**src/rtl/ebi_pkg.sv**
```systemverilog
`default_nettype none
// ----------------------------------------------------------------------------
// ebi_pkg : shared EBI channel IDs, message lengths, flit and credit constants
// Rev 1.1
// ----------------------------------------------------------------------------
package ebi_pkg;

  localparam int M2_M1_CHANNEL_NUM = 3;
  localparam int ID_B  = 0;
  localparam int ID_AC = 1;
  localparam int ID_R  = 2;

  localparam int B_MSG_LEN  = 40;
  localparam int AC_MSG_LEN = 100;
  localparam int R_MSG_LEN  = 230;

  localparam int MAX_M2_M1_MESSAGE_LENGTH =
    (R_MSG_LEN > AC_MSG_LEN) ? ((R_MSG_LEN > B_MSG_LEN) ? R_MSG_LEN : B_MSG_LEN)
                             : ((AC_MSG_LEN > B_MSG_LEN) ? AC_MSG_LEN : B_MSG_LEN);

  localparam int EBI_FLIT_WIDTH    = 64;
  localparam int EBI_VC_CREDIT_NUM = 2;

  function automatic int ceil_div(input int num, input int den);
    return (num + den - 1) / den;
  endfunction

  // Positional order follows ID_B, ID_AC, ID_R (0, 1, 2).
  localparam int M2_M1_FLIT_NUM [M2_M1_CHANNEL_NUM] = '{
    ceil_div(B_MSG_LEN,  EBI_FLIT_WIDTH),
    ceil_div(AC_MSG_LEN, EBI_FLIT_WIDTH),
    ceil_div(R_MSG_LEN,  EBI_FLIT_WIDTH)
  };

endpackage
`default_nettype wire

```
**src/rtl/ebi_rr_arbiter.sv**
```systemverilog
`default_nettype none
// ----------------------------------------------------------------------------
// ebi_rr_arbiter : round-robin arbiter, search starts at ptr and wraps at N
// Rev 1.0
// ----------------------------------------------------------------------------
module ebi_rr_arbiter
  import ebi_pkg::*;
#(
  parameter int N      = 3,
  localparam int IDX_W = (N > 1) ? $clog2(N) : 1
) (
  input  logic [N-1:0]     req,
  input  logic [IDX_W-1:0] ptr,
  output logic [N-1:0]     grant,
  output logic [IDX_W-1:0] grant_idx,
  output logic             any
);

  always_comb begin : p_search
    logic [IDX_W:0] w_sum;
    grant     = '0;
    grant_idx = '0;
    any       = 1'b0;
    w_sum     = '0;
    for (int i = 0; i < N; i++) begin
      w_sum = {1'b0, ptr} + (IDX_W+1)'(i);
      if (w_sum >= (IDX_W+1)'(N)) begin
        w_sum = w_sum - (IDX_W+1)'(N);
      end
      if (!any && req[w_sum[IDX_W-1:0]]) begin
        any       = 1'b1;
        grant_idx = w_sum[IDX_W-1:0];
      end
    end
    if (any) begin
      grant[grant_idx] = 1'b1;
    end
  end

endmodule
`default_nettype wire

```
**src/rtl/m2_ebi_tx_packer.sv**
```systemverilog
`default_nettype none
// ----------------------------------------------------------------------------
// m2_ebi_tx_packer : credit-gated round-robin packer of M2->M1 messages into link flits
// Rev 1.0
// ----------------------------------------------------------------------------
module m2_ebi_tx_packer
  import ebi_pkg::*;
#(
  parameter int CH_NUM     = M2_M1_CHANNEL_NUM,
  parameter int MSG_LEN    = MAX_M2_M1_MESSAGE_LENGTH,
  parameter int FLIT_W     = EBI_FLIT_WIDTH,
  parameter int CREDIT_NUM = EBI_VC_CREDIT_NUM,
  localparam int VC_W      = (CH_NUM > 1) ? $clog2(CH_NUM) : 1
) (
  input  logic                      m2_clk_i,
  input  logic                      rst_i,
  input  logic [CH_NUM-1:0]         m2_m1_channel_entry_valid_i,
  output logic [CH_NUM-1:0]         m2_m1_channel_push_ready_o,
  input  logic [CH_NUM*MSG_LEN-1:0] m2_m1_channel_hs_entry_i,
  output logic                      tx_flit_valid_o,
  input  logic                      tx_flit_ready_i,
  output logic [FLIT_W-1:0]         tx_flit_o,
  output logic [VC_W-1:0]           tx_flit_vc_o,
  output logic                      tx_flit_head_o,
  output logic                      tx_flit_tail_o,
  input  logic [CH_NUM-1:0]         credit_return_i,
  output logic                      credit_overflow_o
);

  localparam int c_BEAT_NUM = (MSG_LEN + FLIT_W - 1) / FLIT_W;
  localparam int c_SHADOW_W = c_BEAT_NUM * FLIT_W;
  localparam int c_BEAT_W   = (c_BEAT_NUM > 1) ? $clog2(c_BEAT_NUM) : 1;
  localparam int c_CRED_W   = $clog2(CREDIT_NUM + 1);

  localparam logic [0:0] c_IDLE = 1'b0;
  localparam logic [0:0] c_SEND = 1'b1;

  logic [0:0]            r_state;
  logic [c_SHADOW_W-1:0] r_shadow;
  logic [VC_W-1:0]       r_vc;
  logic [c_BEAT_W-1:0]   r_beat;
  logic [VC_W-1:0]       r_rr_ptr;
  logic [c_CRED_W-1:0]   r_credit [CH_NUM];
  logic                  r_overflow;

  logic [CH_NUM-1:0]     w_eligible;
  logic [CH_NUM-1:0]     w_grant;
  logic [VC_W-1:0]       w_grant_idx;
  logic                  w_any;
  logic [MSG_LEN-1:0]    w_entry;
  logic [FLIT_W-1:0]     w_flit;
  logic [c_BEAT_W-1:0]   w_last_beat;
  logic                  w_send;
  logic                  w_tail;
  logic [CH_NUM-1:0]     w_push;

  always_comb begin
    w_eligible = '0;
    for (int i = 0; i < CH_NUM; i++) begin
      w_eligible[i] = m2_m1_channel_entry_valid_i[i] && (r_credit[i] != '0);
    end
  end

  ebi_rr_arbiter #(
    .N (CH_NUM)
  ) u_arb (
    .req       (w_eligible),
    .ptr       (r_rr_ptr),
    .grant     (w_grant),
    .grant_idx (w_grant_idx),
    .any       (w_any)
  );

  assign w_send = (r_state == c_SEND);
  assign w_push = (r_state == c_IDLE) ? w_grant : '0;

  always_comb begin
    w_entry = '0;
    for (int i = 0; i < CH_NUM; i++) begin
      if (w_grant[i]) begin
        w_entry = m2_m1_channel_hs_entry_i[i*MSG_LEN +: MSG_LEN];
      end
    end
  end

  // Shadow is zero-padded to whole flits, so the last flit reads 0 above MSG_LEN.
  always_comb begin
    w_flit = '0;
    for (int b = 0; b < c_BEAT_NUM; b++) begin
      if (r_beat == c_BEAT_W'(b)) begin
        w_flit = r_shadow[b*FLIT_W +: FLIT_W];
      end
    end
  end

  always_comb begin
    w_last_beat = '0;
    for (int v = 0; v < CH_NUM; v++) begin
      if (r_vc == VC_W'(v)) begin
        w_last_beat = c_BEAT_W'(M2_M1_FLIT_NUM[v] - 1);
      end
    end
  end

  assign w_tail = (r_beat == w_last_beat);

  always_ff @(posedge m2_clk_i) begin
    if (rst_i) begin
      r_state  <= c_IDLE;
      r_shadow <= '0;
      r_vc     <= '0;
      r_beat   <= '0;
      r_rr_ptr <= '0;
    end else begin
      case (r_state)
        c_IDLE: begin
          if (w_any) begin
            r_shadow <= c_SHADOW_W'(w_entry);
            r_vc     <= w_grant_idx;
            r_beat   <= '0;
            r_state  <= c_SEND;
          end
        end
        c_SEND: begin
          if (tx_flit_ready_i) begin
            r_beat <= r_beat + c_BEAT_W'(1);
            if (w_tail) begin
              r_state  <= c_IDLE;
              r_rr_ptr <= (r_vc == VC_W'(CH_NUM - 1)) ? '0 : r_vc + VC_W'(1);
            end
          end
        end
        default: r_state <= c_IDLE;
      endcase
    end
  end

  // A return arriving with the counter already full is an M1-side protocol error.
  always_ff @(posedge m2_clk_i) begin
    if (rst_i) begin
      for (int i = 0; i < CH_NUM; i++) begin
        r_credit[i] <= c_CRED_W'(CREDIT_NUM);
      end
      r_overflow <= 1'b0;
    end else begin
      for (int i = 0; i < CH_NUM; i++) begin
        if (w_push[i] && !credit_return_i[i]) begin
          r_credit[i] <= r_credit[i] - c_CRED_W'(1);
        end else if (!w_push[i] && credit_return_i[i]) begin
          if (r_credit[i] == c_CRED_W'(CREDIT_NUM)) begin
            r_overflow <= 1'b1;
          end else begin
            r_credit[i] <= r_credit[i] + c_CRED_W'(1);
          end
        end
      end
    end
  end

  assign m2_m1_channel_push_ready_o = w_push;
  assign tx_flit_valid_o   = w_send;
  assign tx_flit_o         = w_send ? w_flit : '0;
  assign tx_flit_vc_o      = w_send ? r_vc : '0;
  assign tx_flit_head_o    = w_send && (r_beat == '0);
  assign tx_flit_tail_o    = w_send && w_tail;
  assign credit_overflow_o = r_overflow;

endmodule
`default_nettype wire

```
**config.mk**
```make
export PLATFORM = sky130hd
export DESIGN_NAME = m2_ebi_tx_packer
export DESIGN_NICKNAME = d
export VERILOG_FILES = /design/src/rtl/ebi_pkg.sv /design/src/rtl/ebi_rr_arbiter.sv /design/src/rtl/m2_ebi_tx_packer.sv
export SDC_FILE = /design/constraint.sdc
export NUM_CORES = 1
export LEC_CHECK = 0
export ABC_AREA = 1
export BUFFER_PORTS_ARGS = -buffer_cell sky130_fd_sc_hd__buf_2
export CORE_AREA = 2 2 302 304
export CTS_BUF_LIST = sky130_fd_sc_hd__clkbuf_16
export DETAILED_ROUTE_END_ITERATION = 10
export DIE_AREA = 0 0 304 306
export PLACE_DENSITY = 0.45
export SLEW_MARGIN = 20
export SYNTH_ARGS = -nofsm -noshare
export SYNTH_HDL_FRONTEND = slang
export SYNTH_HIERARCHICAL = 1
export SYNTH_SLANG_ARGS = --single-unit
```
**constraint.sdc**
```tcl
create_clock -name m2_clk_i -period 4 [get_ports m2_clk_i]
set_input_delay 0.6 -clock m2_clk_i [delete_from_list [all_inputs] [get_ports m2_clk_i]]
set_output_delay 0.6 -clock m2_clk_i [all_outputs]
set_load 0.005 [all_outputs]
```
======== Yosys cells after proc, flatten, opt, wreduce, memory -nomap -nowiden ========
Memories as Yosys holds them, arrays and structs flattened.
Cells that the tools add are included.
word-level totals
  register bits ........................... 238
  RAM bits ................................ 6
  input bits .............................. 699
  output and inout port bits .............. 73
  word-level logic and storage cells ...... 154
  memories ................................ 1
operators by class
  add/sub/neg operators ................... 13
  magnitude comparators ................... 8
  equality and inequality tests ........... 11
  mux-type cells .......................... 79
  bitwise gates (word level) .............. 7
  reduce and logical (&&, ||, !) cells .... 29
memories
  memory    words  width  read ports  clocked after memory_dff  wr ports  RTL line                text
  r_credit  3      2      3           0                         3         m2_ebi_tx_packer.sv:43  logic [c_CRED_W-1:0] r_credit [CH_NUM];
operators by type and width
  operator               count
  $mux W230              3
  $mux W64               5
  $mux W1                46
  $mux W2                17
  $logic_and A1 B1 Y1    14
  $eq A2 B2 Y1 const B   6
  $lt A2 B3 Y1 const B   4
  $add A2 B1 Y2 const B  5
  $logic_not A1 Y1       8
  $bmux W1 S2            3
  $ge A3 B2 Y1 const B   2
  $mux W3                2
  $or A1 B1 Y1           6
  $reduce_bool A2 Y1     3
  $sub A2 B1 Y2 const B  3
  $sub A2 B2 Y2 const B  3
  $eq A2 B1 Y1 const B   2
  $pmux W2 S2            1
  $reduce_and A2 Y1      2
  $add A2 B1 Y3 const B  1
  $add A2 B2 Y3 const B  1
  $reduce_and A3 Y1      1
  $demux W1 S2           1
  $eq A2 B2 Y1           1
  7 further kinds        7

======== Depth between registers and ports, before layout ========
An unclocked memory read counts as a cell.
  depth after elaboration ................. 28
  depth in mapped cells ................... 18
  gate-level depth less buffers ........... 17

======== Hierarchy ========
Netlist, hierarchy kept.
by module, submodules not included
  module            times used  cells an instance  area an instance (µm²)  seq. area each (µm²)
  m2_ebi_tx_packer  1           2491               15456.1                 4944.7
  ebi_rr_arbiter    1           48                 252.7                   0.0

======== Worst setup path before layout ========
No wires, ideal clock.
  kind .................................... in2reg
  start ................................... in m2_m1_channel_entry_valid_i[2]
  end ..................................... mem r_credit[2][0] (netlist name), data pin
  arrival time ............................ 2.072 ns
  path slack .............................. 1.676 ns
  stages .................................. 16
  path buffers ............................ 1
  cells stage by stage .................... inv_1 > nor2_1 > inv_1 > o21ai_0 > nand2_2 > nand4_1 > nand3_2 > nor2_2 > buf_4 > nand2_2 > nand2_1 > nor2_1 > nor2_1 > nand3_2 > nor2_1 > nor2_1
RTL lines
  element          RTL line                text
  start, declared  m2_ebi_tx_packer.sv:17  input logic [CH_NUM-1:0] m2_m1_channel_entry_valid_i,
  end, declared    m2_ebi_tx_packer.sv:43

======== Worst setup path after layout ========
  start ................................... reg r_beat[1]
  end ..................................... out tx_flit_o[37]
between the ends
  longest elaborated chain between the ends .. 6
  elaborated cells between the ends (all ways) .. 9
  those cells by class .................... eq/ne: 3; mux: 5; reduce/logical: 1
RTL lines
  element                 RTL line                 text
  start, declared         m2_ebi_tx_packer.sv:41   logic [c_BEAT_W-1:0] r_beat;
  start signal, assigned  m2_ebi_tx_packer.sv:126  r_beat <= r_beat + c_BEAT_W'(1);
  $logic_not A2 Y1        m2_ebi_tx_packer.sv:90   if (r_beat == c_BEAT_W'(b)) begin
  $mux W64 (3 in a row)   m2_ebi_tx_packer.sv:90
  $mux W64 *              m2_ebi_tx_packer.sv:90
  $mux W64 *              m2_ebi_tx_packer.sv:162  assign tx_flit_o = w_send ? w_flit : '0;
  end, declared           m2_ebi_tx_packer.sv:22   output logic [FLIT_W-1:0] tx_flit_o,
Mark *: on every way between the ends. The rest lies on a longest branch, timed or not.

==> metrics.md <==
| Metric | Value |
|---|---|
| Outcome | `completed` |
| Cts hold-fix bufs | `0` |
| Top cells by count, synth | `770 x nand2_1, 573 x a21oi_1, 429 x o21ai_0, 238 x dfxtp_1, 123 x buf_2` |
| Mux share of post-synthesis cell area | `0%` |
| Clock Latency Late Sink | `0.54 ns` |
| Crit path capture type | `primary output` |
| Largest family of logic cells by synthesized area | `compound AO/OA/AOI/OAI gates` |
| Switching share of power | `53.3%` |
| Power density cells | `888 nW/um^2` |
| Die height | `306 um` |
| Setup crit start | `r_beat[1]` |
| Top cell type's share of synthesized area | `30.3%` |
| Arrival time of the worst setup path | `2.87 ns` |
| Worst Path Max Fanout | `24` |
| Startpoint type of the worst setup path | `flip-flop` |
| Tcrit/Tclk final | `86.9%` |
| Via count | `20,100` |
| CTS tree | `done` |
| Post-Synthesis Cells | `2,539` |
| Final setup vio count | `0` |
| Synth Area in XOR/XNOR | `0.0558%` |
| FF-to-FF Start | `r_rr_ptr[0]` |
| Most common cell in the netlist | `nand2_1` |
| Clk root buf | `clkbuf_16` |
| Core ar. | `89,600 sq um` |
| Final slew viol count | `0` |
| Leading area contributor after synthesis | `dfxtp_1` |
| Worst Tran Pin Value | `0.796 ns` |
| Post-CTS sizing | `0` |
| Sequential-to-total area share from yosys stat | `31.5%` |
| Layout cells sized above 1 | `28.6%` |
| Top post-synthesis cells by area | `dfxtp_1 30%, nand2_1 18%, a21oi_1 18%, o21ai_0 14%, buf_2 3.9%` |
| Post-synth EDFFs | `6` |
| Number of buffers created by CTS | `35` |
| Post-Synth Adder-Cell Area | `1.04%` |
| Detailed placement HPWL | `71,300 um` |
| Register area | `4950 sq um` |
| Pin count of the biggest net entering global routing | `159` |
| Clock share of power | `15.6%` |
| Mapped Area | `15,700 sq um` |
| Int Pwr | `0.00903 W` |
| Max cap viols | `0` |
| Post-Place Worst Slack | `0.698 ns` |
| Starting density of the core | `17.5%` |
| Comb power frac | `63.8%` |
| Relative slew margins | `46.9%` |
| First-pass GRT wire length | `132,000 um` |
| Reg2Reg Capture Point | `r_shadow[160]` |
| Leak Pwr | `9.84 nW` |
| Initial DRC count | `1,281` |
| Footprint of the multi-input gates | `9470 sq um` |
| Nets@finish | `3,881` |
| Clock Pin Slew Worst Setup and Hold Paths | `0.06 ns` |
| Yosys reg bits | `244` |
| Compound-Gate Fraction of Synth Area | `38.6%` |
| Row Count | `110` |
| Post-Syn Area per Cell | `6.19 sq um` |
| Post-layout instance count excluding filler cells | `4,375` |
| Die W | `304 um` |
| DR WL/cell | `21.3 um` |
| Clk sinks | `244` |
| Post-synthesis simple-gate area fraction | `20.2%` |
| Postcts setup bufs | `0` |
| Fmax achieved | `288 MHz` |
| Placement Cell Area | `20,700 sq um` |
| Worst clock skew | `0.0117 ns` |
| Setup WS post-layout | `0.525 ns` |
| Total congestion overflow | `0` |
| Aggregate global-route resource usage | `19.0%` |
| Fill cells | `10,400` |
| Die area | `93,000 sq um` |
| Ys flop type | `dfxtp_1` |
| Number of distinct library cells after synthesis | `34` |
| Synth async-reset ratio | `0%` |
| Vias in the first global route | `19,700` |
| P_sw | `0.0103 W` |
| Max clock buf depth | `3` |
| Final instance area | `21,800 sq um` |
| Syn-to-layout area delta | `38.7%` |
| Unrepaired setup endpoints after global routing | `false` |
| Hold depth | `3` |
| DR DRC count | `0` |
| RePlAce Congestion | `0.847` |
| Sequential power share | `20.6%` |
| Worst Setup EP | `tx_flit_o[37]` |
| Critical Path RT | `3.40 ns` |
| Port Buffers | `771` |
| Peak VDD IR | `703 uV` |
| FF-to-FF setup slack | `0.82 ns` |
| I/O Pins | `772` |
| Final ANT Viol Nets | `0` |
| Hold Fails Final Rpt | `0` |
| Initial antenna violation count | `27` |
| Syn nets | `3,251` |
| FF-to-FF path depth | `12` |
| H-tree depth | `2` |
| DRT Pass-1 Iters | `5` |
| Post-layout min period | `3.47 ns` |
| TNS Setup | `0 ns` |
| Yosys warns | `6` |
| Post-Place Cells | `4,308` |
| Final wirelength | `93,300 um` |
| Crit Path Category | `reg -> out` |
| Tightest Hold Check Type | `in -> reg` |
| Vias/cell | `4.60` |
stage by stage:
stage	total power (W)	hold slack, ns	util (%)
final	0.0193	0.316	24.3
after global routing	0.0211	0.306	24.3
after detailed placement	0.0165	0.500	23.1
after CTS	0.0196	0.266	24.3
after global placement	0.0165	0.498	23.1
after floorplan	0.0120	0.478	-
worst max-delay path: stages (launching register included):
cell     delay [ns]
dfxtp_1        0.46
inv_1          0.13
ha_4           0.29
nor2_4         0.18
buf_4          0.29
buf_4          0.38
a22o_1         0.21
nand2_1        0.05
a21oi_1        0.14
buf_2          0.17
sequential cells by signal, indices dropped and copies added (netlist names):
name and flops:
r_beat 2, credit_overflow_o 1, r_rr_ptr 2, r_shadow 230
r_vc 2, tx_flit_valid_o 1, r_credit 6
routing by layer:
metal	up-vias	wire length (um)	GRT usage (%)
li1	9962	-	-
met1	9274	37400	21.9
met2	742	46700	34.5
met3	127	5850	4.06
met4	18	3200	6.62
met5	-	109	0
power groups by stage:
| stage | registers [W] | clock network, W | logic (W) |
|---|---|---|---|
| CTS | 0.00399 | 0.00312 | 0.0125 |
| detailed placement | 0.00403 | 0 | 0.0124 |
| global route | 0.00407 | 0.00320 | 0.0139 |
| finish | 0.00398 | 0.00301 | 0.0123 |
| global placement | 0.00404 | 0 | 0.0125 |
| floorplan | 0.00368 | 0 | 0.00829 |
how the worst min path moves through the flow:
stage | from | end
floorplan | r_rr_ptr[1] | r_rr_ptr[1]
global placement | r_rr_ptr[0] | r_rr_ptr[0]
detailed placement | r_rr_ptr[0] | r_rr_ptr[0]
CTS | m2_m1_channel_hs_entry_i[687] | r_shadow[227]
global route | m2_m1_channel_hs_entry_i[620] | r_shadow[160]
finish | m2_m1_channel_hs_entry_i[687] | r_shadow[227]
cell families (layout without fill, tap and decap cells):
group                    after synthesis  count (layout)
flip-flops                           244             244
XOR/XNOR                               1               1
adder cells (fa/ha/maj)               13              13
AND/OR/NAND/NOR                      821             821
other                                  0               6
buffers and inverters                289             943
AO/OA/AOI/OAI                       1171            1171
cells in the final DEF (no fill, tap or decap), types with 2 or more instances in the layout:
master     Yosys  routed
buf_2        123     771
nand2_1      770     769
a21oi_1      573     573
o21ai_0      429     429
dfxtp_1      238     237
o21ai_1      104     104
buf_4         16      48
inv_1         37      43
a22o_1        38      38
clkbuf_16      0      35
nor2_1        22      22
a22oi_1       21      21
buf_12         0      21
ha_1          13      10
nand3_1        9       8
clkinv_2       0       7
diode_2        0       6
edfxtp_1       6       6
nor3_1         4       4
nand4_1        4       4
inv_6          0       4
clkinv_1       1       4
nor2_4         1       3
nand2_2        3       3
inv_8          0       3
nand3_2        3       3
inv_4          2       2
inv_2          2       2
or2_2          2       2
o21a_1         2       2
a31oi_1        2       2
ha_4           0       2
bufinv_16      0       2
area by class of cell:
type	instances	share of cell area (%)
multi-input combinational	2006	43.5
sequential	244	22.7
timing repair buffer	840	21.3
tap	1176	6.76
clock buffer	35	4.02
inverter	42	0.850
clock inverter	26	0.839
antenna	6	0.0689
(Power assumes the default switching activity.)
